[config.mk]
export PLATFORM = sky130hd
export DESIGN_NAME = aurora_tx_fifo
export DESIGN_NICKNAME = d
export VERILOG_FILES = /design/src/rtl/aurora_tx_fifo.sv
export SDC_FILE = /design/constraint.sdc
export NUM_CORES = 1
export LEC_CHECK = 0
export CORE_MARGIN = 4
export CORE_UTILIZATION = 60
export CTS_CLUSTER_SIZE = 14
export DETAILED_ROUTE_END_ITERATION = 16
export PLACE_DENSITY = 0.79
export RECOVER_POWER = 100
export REMOVE_ABC_BUFFERS = 1
export SYNTH_ARGS = -nofsm -noshare
export SYNTH_HDL_FRONTEND = slang
export SYNTH_SLANG_ARGS = --single-unit
[constraint.sdc]
create_clock -name clk -period 4.4 [get_ports clk]
set_input_delay 0.88 -clock clk [delete_from_list [all_inputs] [get_ports clk]]
set_output_delay 0.88 -clock clk [all_outputs]
set_load 0.01 [all_outputs]
[src/rtl/aurora_tx_fifo.sv]
// Transmit buffer in front of the Aurora TX user interface: FWFT FIFO that forwards
// whole packets while the link is up and the far end has not asked for a pause.
module aurora_tx_fifo #(
  parameter int DATA_W     = 8,
  parameter int KEEP_W     = DATA_W / 8,
  parameter int FIFO_DEPTH = 32
) (
  input  logic                             rst,
  input  logic                             clk,
  input  logic                             channel_up,
  input  logic                             rem_xoff,
  input  logic                             rem_xon,
  output logic                             fifo_ready,
  output logic [$clog2(FIFO_DEPTH+1)-1:0]  fifo_count,
  output logic                             tx_paused,
  output logic [15:0]                      drop_cnt,
  input  logic [DATA_W-1:0]                i_tdata,
  input  logic [KEEP_W-1:0]                i_tkeep,
  input  logic                             i_tlast,
  input  logic                             i_tvalid,
  output logic                             i_tready,
  output logic [DATA_W-1:0]                o_tdata,
  output logic [KEEP_W-1:0]                o_tkeep,
  output logic                             o_tlast,
  output logic                             o_tvalid,
  input  logic                             o_tready
);

  localparam int PTR_W   = $clog2(FIFO_DEPTH);
  localparam int CNT_W   = $clog2(FIFO_DEPTH + 1);
  localparam int ENTRY_W = DATA_W + KEEP_W + 1;

  typedef enum logic [1:0] {ST_DOWN, ST_SYNC, ST_RUN} state_e;

  state_e             state_q, state_d;
  logic [PTR_W-1:0]   wr_ptr_q, wr_ptr_d, rd_ptr_q, rd_ptr_d;
  logic [CNT_W-1:0]   count_q, count_d;
  logic               mid_pkt_q, mid_pkt_d;
  logic               tx_paused_q, tx_paused_d;
  logic [15:0]        drop_cnt_q, drop_cnt_d;
  logic               fifo_ready_q, fifo_ready_d;
  logic               has_data_q, has_data_d;

  logic [ENTRY_W-1:0] mem_q [FIFO_DEPTH];
  logic [ENTRY_W-1:0] head;
  logic               empty, wr, rd, discard;

  assign head = mem_q[rd_ptr_q];

  // has_data_q keeps the output bus at zero until the first beat is stored.
  assign o_tdata    = has_data_q ? head[ENTRY_W-1 -: DATA_W] : '0;
  assign o_tkeep    = has_data_q ? head[KEEP_W:1] : '0;
  assign o_tlast    = has_data_q & head[0];
  assign fifo_count = count_q;
  assign tx_paused  = tx_paused_q;
  assign drop_cnt   = drop_cnt_q;
  assign fifo_ready = fifo_ready_q;

  always_comb begin
    // NOTE: every signal gets a default first so no path leaves it unassigned (no latches).
    state_d      = state_q;
    o_tvalid     = 1'b0;
    discard      = 1'b0;
    count_d      = count_q;
    drop_cnt_d   = drop_cnt_q;
    fifo_ready_d = 1'b1;

    empty    = (count_q == '0);
    i_tready = fifo_ready_q & (count_q < CNT_W'(FIFO_DEPTH));
    wr       = i_tvalid & i_tready;

    case (state_q)
      ST_RUN:  o_tvalid = ~empty & (mid_pkt_q | ~tx_paused_q);
      default: discard  = ~empty;
    endcase

    rd         = (o_tvalid & o_tready) | discard;
    mid_pkt_d  = rd ? ~head[0] : mid_pkt_q;
    wr_ptr_d   = wr_ptr_q + PTR_W'(wr);
    rd_ptr_d   = rd_ptr_q + PTR_W'(rd);
    has_data_d = has_data_q | wr;

    case ({wr, rd})
      2'b10:   count_d = count_q + CNT_W'(1);
      2'b01:   count_d = count_q - CNT_W'(1);
      default: count_d = count_q;
    endcase

    if (discard && drop_cnt_q != 16'hFFFF) drop_cnt_d = drop_cnt_q + 16'd1;

    // xoff wins over xon when both arrive together.
    if (rem_xoff)     tx_paused_d = 1'b1;
    else if (rem_xon) tx_paused_d = 1'b0;
    else              tx_paused_d = tx_paused_q;

    // Leaving DOWN looks at the open-packet flag after this cycle's discard,
    // so a tail discarded in the same cycle is not waited for twice.
    case (state_q)
      ST_DOWN: if (channel_up) state_d = mid_pkt_d ? ST_SYNC : ST_RUN;
      ST_SYNC: if (discard && head[0]) state_d = ST_RUN;
      default: state_d = state_q;
    endcase
    if (!channel_up) state_d = ST_DOWN;
  end

  // NOTE: sequential state uses non-blocking assignments so every flop samples pre-edge values.
  always_ff @(posedge clk or posedge rst) begin
    if (rst) begin
      state_q      <= ST_DOWN;
      wr_ptr_q     <= '0;
      rd_ptr_q     <= '0;
      count_q      <= '0;
      mid_pkt_q    <= 1'b0;
      tx_paused_q  <= 1'b0;
      drop_cnt_q   <= '0;
      fifo_ready_q <= 1'b0;
      has_data_q   <= 1'b0;
    end else begin
      state_q      <= state_d;
      wr_ptr_q     <= wr_ptr_d;
      rd_ptr_q     <= rd_ptr_d;
      count_q      <= count_d;
      mid_pkt_q    <= mid_pkt_d;
      tx_paused_q  <= tx_paused_d;
      drop_cnt_q   <= drop_cnt_d;
      fifo_ready_q <= fifo_ready_d;
      has_data_q   <= has_data_d;
    end
  end

  // NOTE: the storage array has no reset; occupancy is tracked by pointers and count only.
  always_ff @(posedge clk) begin
    if (wr) mem_q[wr_ptr_q] <= {i_tdata, i_tkeep, i_tlast};
  end

endmodule

### Yosys cells after proc, flatten, opt, wreduce, memory -nomap -nowiden

Memories as Yosys holds them, arrays and structs flattened.
Index checks and enable logic that the tools add are counted.

* add/subtract/negate cells: 5
* $lt $le $gt $ge: 1
* eq/ne operators: 7
* multiplexer cells: 14
* bitwise gates (word level): 11
* reduce and logical (&&, ||, !) cells: 7

Operators with widths (count)
* adder 16 x 1 -> 16 bit (second input constant): 1
* != test 16 bit (second input constant): 1
* case mux 6 bit (2 select lines): 1
* adder 5 x 1 -> 5 bit: 2
* two-way mux 1 bit: 8
* two-way mux 8 bit: 1
* adder 6 x 1 -> 6 bit (second input constant): 1
* zero test 6 bit: 1
* less-than comparator 6 bit (second input constant): 1
* two-way mux 2 bit: 3
* subtractor 6 x 1 -> 6 bit (second input constant): 1
* bitwise AND 1 bit: 5
* equality test 2 x 1 -> 1 bit (second input constant): 2
* equality test 2 bit (second input constant): 2
* case mux 2 bit (2 select lines): 1
* nonzero test 2 bit: 2
* != test 3 x 1 -> 1 bit (second input constant): 1
* != test 3 bit (second input constant): 1
* NOT 1 bit: 3
* bitwise OR 1 bit: 3
* logical AND 1 bit: 2
* zero test 2 bit: 1
* AND reduction 2 bit: 1

* bits in registers: 38
* RAM bits: 320
* memories kept: 1

Memories
* mem_q: depth 32, width 10, read ports 1, clocked after Yosys merged registers in 0, write ports 1, RTL line 44 `logic [ENTRY_W-1:0] mem_q [FIFO_DEPTH];`

### Logic depth before layout (Yosys ltp)

Gate-level depths: netlist of the first run.

* word-level depth: 10
* depth in mapped cells: 12

### Worst setup path after synthesis of the first run

No wires, ideal clock.

* path kind: reg-to-reg
* from: reg count_q[1] (netlist: fifo_count[1])
* to: reg count_q[4] (netlist: fifo_count[4])
* setup time: 0.133 ns
* data arrival time: 2.784 ns
* data required time: 4.267 ns
* path slack: 1.483 ns
* cell stages (with the launch flop): 13
* period minus slack after synthesis: 2.917 ns
* cell sequence: dfrtp_1 -> or3_1 -> nor4_1 -> nor2_1 -> ha_1 -> buf_1 -> xor2_1 -> ha_1 -> nand2_1 -> mux2i_1 -> a221oi_1 -> nor2_1 -> xor2_1

* word-level cells in the longest chain between the ends: 8
* elaborated cells on any way between the ends: 16
* classes of those cells: 2 x add/sub; 1 x order compare; 2 x eq/ne; 3 x mux; 6 x bitwise; 2 x reduce/logical

RTL lines
* from (decl): RTL line 37 `logic [CNT_W-1:0] count_q, count_d;`
* from (signal assigned): RTL line 122 `count_q <= count_d;`
* parallel branches: the longest is 8 deep, another holds less-than comparator 6 bit

Parallel ways; which one is timed is not known.
A chain may end at the register's enable or synchronous reset.

### Worst setup path in the final report of the first run

* from: reg rd_ptr_q[1]
* to: out o_tdata[5]

* word-level cells in the longest chain between the ends: 2

RTL lines
* from (decl): RTL line 36 `logic [PTR_W-1:0] wr_ptr_q, wr_ptr_d, rd_ptr_q, rd_ptr_d;`
* from (signal assigned): RTL line 121 `rd_ptr_q <= rd_ptr_d;`
* memory (32 x 10 bit)
* two-way mux 8 bit: RTL line 51 `assign o_tdata = has_data_q ? head[ENTRY_W-1 -: DATA_W] : '0;`
* to (decl): RTL line 22 `output logic [DATA_W-1:0] o_tdata,`

No other way between the ends.

==> results of run 1 <==
## power by group through the flow
| stage | logic [mW] | registers [mW] | clock network (mW) |
|---|---|---|---|
| finish | 3.03 | 4.25 | 2.82 |
| CTS | 3.01 | 4.31 | 2.86 |
| detailed placement | 2.94 | 4.37 | 0 |
| global route | 3.23 | 4.28 | 3.04 |
| global placement | 2.86 | 4.35 | 0 |
| floorplan | 1.85 | 4.47 | 0 |
## per-layer routing
| metal | vias up | routed length, um |
|---|---|---|
| li1 | 2997 | - |
| met1 | 3799 | 12090 |
| met2 | 388 | 16240 |
| met3 | 54 | 2579 |
| met4 | 2 | 639 |
| met5 | - | 13 |
## sequential cells by signal, indices dropped and copies added, names as in the netlist
register / flops
wr_ptr_q: 5
fifo_ready: 1
mid_pkt_q: 1
mem_q: 320
state_q: 2
rd_ptr_q: 5
drop_cnt: 16
has_data_q: 1
tx_paused: 1
fifo_count: 6
## cell families after synthesis
group           count (synthesis)  share of synthesized area, %
other cells                     1                       0.02647
xor+xnor                       28                         1.731
fa+ha+maj                       8                        0.7066
simple gates                  119                         4.071
compound gates                 32                         1.713
mux                           107                         15.90
flops                         358                         74.54
buf+inv                        39                         1.316
## cells in the final DEF, fill, tap and decap left out, types with 2 or more instances in the layout
cell,count
o21ai_1,2
nand3_1,13
nor3b_1,4
nand2b_1,3
mux2_2,2
a21oi_1,5
dfrtp_1,36
clkbuf_1,40
nand3b_1,4
nor2b_1,2
edfxtp_1,320
nor4_1,3
dlygate4sd3_1,39
clkbuf_16,37
or3_1,4
mux4_2,94
mux2i_1,9
buf_4,4
and3b_1,2
nand2_1,18
xnor2_1,18
o21ai_0,3
ha_1,8
nand4_1,6
xor2_1,10
a221oi_1,3
mux2_1,2
a21o_1,3
clkdlybuf4s50_1,13
clkinv_1,3
nor3_1,5
clkinv_2,5
nor2_1,50
inv_1,6
dfrtp_4,2
a22o_1,9
## worst paths after layout
check                                end  slack [ns]
min in group asynchronous    wr_ptr_q[0]        0.99
hold reg to reg             drop_cnt[15]        0.52
setup / recovery              o_tdata[5]        0.15
setup reg to reg           fifo_count[4]        1.13
hold / removal              drop_cnt[15]        0.52
max in group asynchronous    drop_cnt[3]        2.08
## area by class of cell
| class | instances | area share [%] |
|---|---|---|
| well taps | 313 | 2.424 |
| clock inverters | 10 | 0.4569 |
| inverters | 6 | 0.1394 |
| multi-input cells | 295 | 21.13 |
| flip-flops and latches | 358 | 65.41 |
| clock buffers | 54 | 6.188 |
| repair buffers | 82 | 4.259 |
## through the flow
| stage | total power [mW] | util (%) | TNS (ns) |
|---|---|---|---|
| after floorplan | 6.321 | - | -11.31 |
| after global placement | 7.208 | 66.13 | 0 |
| after detailed placement | 7.311 | 66.13 | 0 |
| after CTS | 10.17 | 70.81 | 0 |
| after global routing | 10.55 | 70.51 | 0 |
| final | 10.10 | 70.51 | 0 |
==> metrics.md, run 1 <==
| Metric | Value |
|---|---|
| Fin. Hold Viols | 0 |
| Period utilization | 96.68% |
| FF+latch count, synth | 358 |
| PwrDens | 625.3 nW/um2 |
| Placed Instance Area | 15,150 um2 |
| Clk slew on worst S/H paths | 0.06 ns |
| Post-Place Setup Slack | 0.5414 ns |
| Critical path's top delay family | multiplexers |
| Post-synthesis sequential area ratio | 74.54% |
| Site Rows | 55 |
| Min Hold Slack | 0.5184 ns |
| List of most frequent post-synthesis cells | edfxtp_1, mux4_2, nor2_1 |
| Sequential share of power | 42.1% |
| Comb pwr share | 30.0% |
| Detail Placement HPWL | 17.57 mm |
| Gpl congestion | 0.8473 |
| TritonCTS buffer count | 36 |
| GRT met3 Usage | 5.938% |
| Leading register cell type out of synthesis | edfxtp_1 |
| Final Non-Filler Cells | 1,118 |
| H-tree depth | 2 |
| WL final | 31.57 mm |
| Maximum root-to-sink buffer count | 3 |
| R2r startpoint | fifo_count[1] |
| IO buf count | 52 |
| RSZ-0062 raised after global routing | false |
| Met1 usage | 34.21% |
| Top cells by area, synth | edfxtp_1, mux4_2, dfrtp_1 |
| Share of post-route cells with drive strength above 1 | 18.63% |
| Sw frac | 29.55% |
| Worst Slack Setup Final | 0.1461 ns |
| Initial antenna violation count | 1 |
| Pre-antenna DRT Iters | 5 |
| Cells after Synth | 692 |
| Nets | 804 |
| Met2 Use GR | 41.23% |
| Worst-case reg-to-reg path depth | 11 |
| Worst Hold Depth | 1 |
| Slowest CP cell | dfrtp_4 |
| Leak pwr | 5.270 nW |
| Worst path buffer plus inverter count | 2 |
| First-pass GRT wire length | 47.81 mm |
| Internal power | 7.118 mW |
| Die Height | 161.7 um |
| Leading area contributor after synthesis | edfxtp_1 |
| Share of the synthesized area in the top cell type | 67.83% |
| Area of the multi-input gates | 3413 um2 |
| Rel. slew slack | 11.74% |
| DR DRC count | 0 |
| Ant. Diodes | 0 |
| Post-cts sizing count | 0 |
| Post-Syn Area | 14,170 um2 |
| Storage element area | 10,570 um2 |
| Die W | 161.7 um |
| Endpoint class of the critical path | output port |
| HP Start | drop_cnt[15] |
| Final Skew | 0.02143 ns |
| Grt peak-use layer | met2 |
| Remaining antenna violation count | 0 |
| Actual slew at the worst max-slew pin | 1.319 ns |
| Avg Inst Size Synth | 20.47 um2 |
| P&R area growth vs syn | 14.04% |
| P_sw | 2.985 mW |
| Most frequent cell after synthesis | edfxtp_1 |
| Netlist cell types | 46 |
| Post-route cell area | 16,160 um2 |
| Max Cap Viol | 0 |
| Clk sinks | 358 |
| CP arrival | 3.37 ns |
| Count of hold-fix buffers inserted at cts | 0 |
| Max stage delay on crit path | 0.88 ns |
| Fin. max-slew vios | 0 |
| CTS tree | built |
| Critical path origin | rd_ptr_q[1] |
| Synth warn | 0 |
| Final setup viols | 0 |
| Critical path data required time | 3.52 ns |
| GRT Total Usage | 24.85% |
| Die area | 26,130 um2 |
| Fmax | 0.2351 GHz |
| Drt initial violations | 894 |
| Most frequent CP cell | mux4_2 |
| CP startpoint kind | flop |
| Critical-path cell list | buf_16, mux4_2, mux4_2, a22o_1, clkdlybuf4s50_1 |
| Fill count | 1,352 |
| Clock power frac | 27.9% |
| DR WL/cell | 28.24 um |
| Ports | 53 |
| Post-CTS setup buffers | 0 |
| Overflow after GRT | 0 |
| Number of global-route vias before repair | 7,551 |
| Largest net degree at the start of global routing | 83 |
| Worst-path fanout max | 42 |
| Clock Latency Late Sink | 0.51 ns |
| Ys async rst share | 10.61% |
| Drt via density | 6.476 |
| HP Class | flop to flop |
| Root buf cell | clkbuf_16 |
| Core Region | 22,920 um2 |
| Period minus WS final | 4.254 ns |
| Outcome | complete, no violations |
| Initial Utilization | 61.82% |
| Number of synthesized flops with an enable pin | 320 |
| Critical path depth in cells | 5 |
| Placed cells | 1,053 |
| Critical path class | flop to output port |
| DR vias | 7,240 |
| Worst VDD drop | 0.3956 mV |
(Power assumes the default switching activity.)
==> inputs of run 2 (changes only) <==
--- a/config.mk
+++ b/config.mk
@@ -7,7 +7,7 @@
 export LEC_CHECK = 0
 export CORE_MARGIN = 4
 export CORE_UTILIZATION = 60
-export CTS_CLUSTER_SIZE = 14
+export CTS_CLUSTER_SIZE = 40
 export DETAILED_ROUTE_END_ITERATION = 16
 export PLACE_DENSITY = 0.79
 export RECOVER_POWER = 100
==> constraint.sdc (replaced) <==
create_clock -name clk -period 4.9 [get_ports clk]
set_input_delay 0.98 -clock clk [delete_from_list [all_inputs] [get_ports clk]]
set_output_delay 0.98 -clock clk [all_outputs]
set_load 0.01 [all_outputs]
==> run 2 against run 1 <==
Net effect:
- worst hold slack worse by 0.0081 ns
- register-to-register slack better by 0.65 ns
- final cell count is 0.81% lower
- core utilization is 0.51 points higher
- clock skew is 0.0041 ns lower
- final area is 0.72% higher
- sequential power is 9.6% lower
- power is 7.8% lower
- setup slack better by 0.093 ns
- count of clock-buffer cells in the layout is 4 lower
- sequential cell count stayed put
- critical path type unchanged
- largest cell class unchanged
==> metrics.md, run 2 (synthesis gave the netlist of run 1 again) <==
| Metric | Value |
|---|---|
| Core Region | 22,920 um2 (unchanged) |
| CP arrival | 3.68 ns (+0.31 ns) |
| Commonest non-fill, non-tap cell in the layout | edfxtp_1 |
| Most frequent CP cell | mux4_2 |
| DR DRC count | 0 (unchanged) |
| RSZ-0062 raised after global routing | false |
| Initial antenna violation count | 1 (unchanged) |
| Die Height | 161.7 um (unchanged) |
| HP Class | flop to flop |
| Largest register by flop count | mem_q |
| CP startpoint kind | flop |
| HP Start | drop_cnt[15] |
| Period minus WS final | 4.661 ns |
| Util after Layout | 71.01% (+0.51 points) |
| Drt initial violations | 854 (-4.5%) |
| Pre-antenna DRT Iters | 5 (unchanged) |
| Fin. Hold Viols | 0 (unchanged) |
| Fmax | 0.2145 GHz |
| R2r startpoint | fifo_count[1] |
| Critical path origin | rd_ptr_q[1] |
| Max stage delay on crit path | 1.15 ns (+0.27 ns) |
| Drt via density | 6.508 (+0.49%) |
| Worst VDD drop | 0.5018 mV (+27%) |
| Detail Placement HPWL | 17.22 mm (-2.0%) |
| Most frequent cells in the layout | edfxtp_1, mux4_2, nor2_1, dlygate4sd3_1, clkbuf_16 |
| First-pass GRT wire length | 47.80 mm (about the same) |
| Rel. slew slack | 11.66% (-0.088 points) |
| Ant. Diodes | 0 (unchanged) |
| Critical-path cell list | buf_4, mux4_2, mux4_2, a22o_1, dlygate4sd3_1 |
| Leak pwr | 5.332 nW (+1.2%) |
| Share of post-route cells with drive strength above 1 | 19.35% (+0.71 points) |
| IO buf count | 52 (unchanged) |
| Post-CTS setup buffers | 0 (unchanged) |
| Die W | 161.7 um (unchanged) |
| Largest net degree at the start of global routing | 77 (-7.2%) |
| DR WL/cell | 28.09 um (-0.51%) |
| Initial Utilization | 61.82% (unchanged) |
| P&R area growth vs syn | 14.86% |
| Clk slew on worst S/H paths | 0.06 ns (about the same) |
| Actual slew at the worst max-slew pin | 1.320 ns (+0.001310 ns) |
| Nets | 797 (-0.87%) |
| Fin. max-slew vios | 0 (unchanged) |
| Post-Place Setup Slack | 0.9081 ns (+0.3666 ns) |
| Clk sinks | 358 (unchanged) |
| DR vias | 7,217 (-0.32%) |
| Critical path data required time | 3.92 ns (+0.40 ns) |
| Gpl congestion | 0.8515 (+0.50%) |
| GRT Total Usage | 24.87% (about the same) |
| Setup TNS | 0 ns (unchanged) |
| Max Cap Viol | 0 (unchanged) |
| Endpoint class of the critical path | output port |
| Remaining antenna violation count | 0 (unchanged) |
| TritonCTS buffer count | 37 (+2.8%) |
| Count of hold-fix buffers inserted at cts | 0 (unchanged) |
| Slowest CP cell | dfrtp_4 |
| Outcome | complete, no violations |
| H-tree depth | 2 (unchanged) |
| Critical path class | flop to output port |
| Maximum root-to-sink buffer count | 3 (unchanged) |
| Worst-path fanout max | 76 (+81%) |
| CTS tree | built |
| Die area | 26,130 um2 (unchanged) |
| Site Rows | 55 (unchanged) |
| PwrDens | 572.2 nW/um2 (-8.5%) |
| Final Skew | 0.01735 ns (-0.004080 ns) |
| Ports | 53 (unchanged) |
| WL final | 31.16 mm (-1.3%) |
| Worst Slack Setup Final | 0.2388 ns (+0.09270 ns) |
| Root buf cell | clkbuf_16 |
| Post-cts sizing count | 0 (unchanged) |
| Overflow after GRT | 0 (unchanged) |
| Period utilization | 95.13% |
| Max reg flops | 320 (unchanged) |
| Final setup viols | 0 (unchanged) |
| Post-layout total power | 9.312 mW (-7.8%) |
| Number of global-route vias before repair | 7,554 (+0.040%) |
| Clock Latency Late Sink | 0.52 ns (about the same) |
run 2: power breakdown:
part | leakage [nW] | internal (mW) | switching (mW)
sequential | 3.34 | 3.50 | 0.337
clock | 0.594 | 1.74 | 1.13
combinational | 1.39 | 1.39 | 1.22
total | 5.33 | 6.63 | 2.68
run 2: critical path, delay by kind of cell, from the launching register on:
kind / cells / cell delay, ns
buffers and inverters: 2 / 0.91
muxes: 2 / 0.79
DFF: 1 / 1.15
AOI/OAI and AO/OA: 1 / 0.25
run 2: routing by layer:
layer  routed length (um)  GRT usage [%]
met1                11800          35.27
met2                15630          40.28
met3                 3063          5.455
met4                  650          6.844
met5                   13              0
run 2: worst paths after layout:
| path | endpoint | slack [ns] | depth (start not counted) |
|---|---|---|---|
| min in group asynchronous | drop_cnt[15] | 1.18 | 2 |
| max in group asynchronous | drop_cnt[0] | 2.70 | 3 |
| min reg2reg | drop_cnt[15] | 0.51 | 1 |
| max | o_tdata[5] | 0.24 | 5 |
| min | drop_cnt[15] | 0.51 | 1 |
| max reg2reg | fifo_count[4] | 1.78 | 11 |
run 2: metrics by stage:
stage,hold WS (ns),instances,area [um2]
after CTS,0.5135,1109,16340
final,0.5104,1109,16270
after detailed placement,0.4987,1046,15110
after floorplan,0.4434,659,14000
after global routing,0.5203,1109,16270
after global placement,0.4655,1046,15110
run 2: area by class of cell:
type | instances | area, um2
clock inverters | 13 | 203.9
well taps | 313 | 391.6
multi-input cells | 295 | 3413
repair buffers | 74 | 646.9
fillers | 1340 | 6643
clock buffers | 50 | 1027
inverters | 6 | 22.52
flip-flops and latches | 358 | 10570
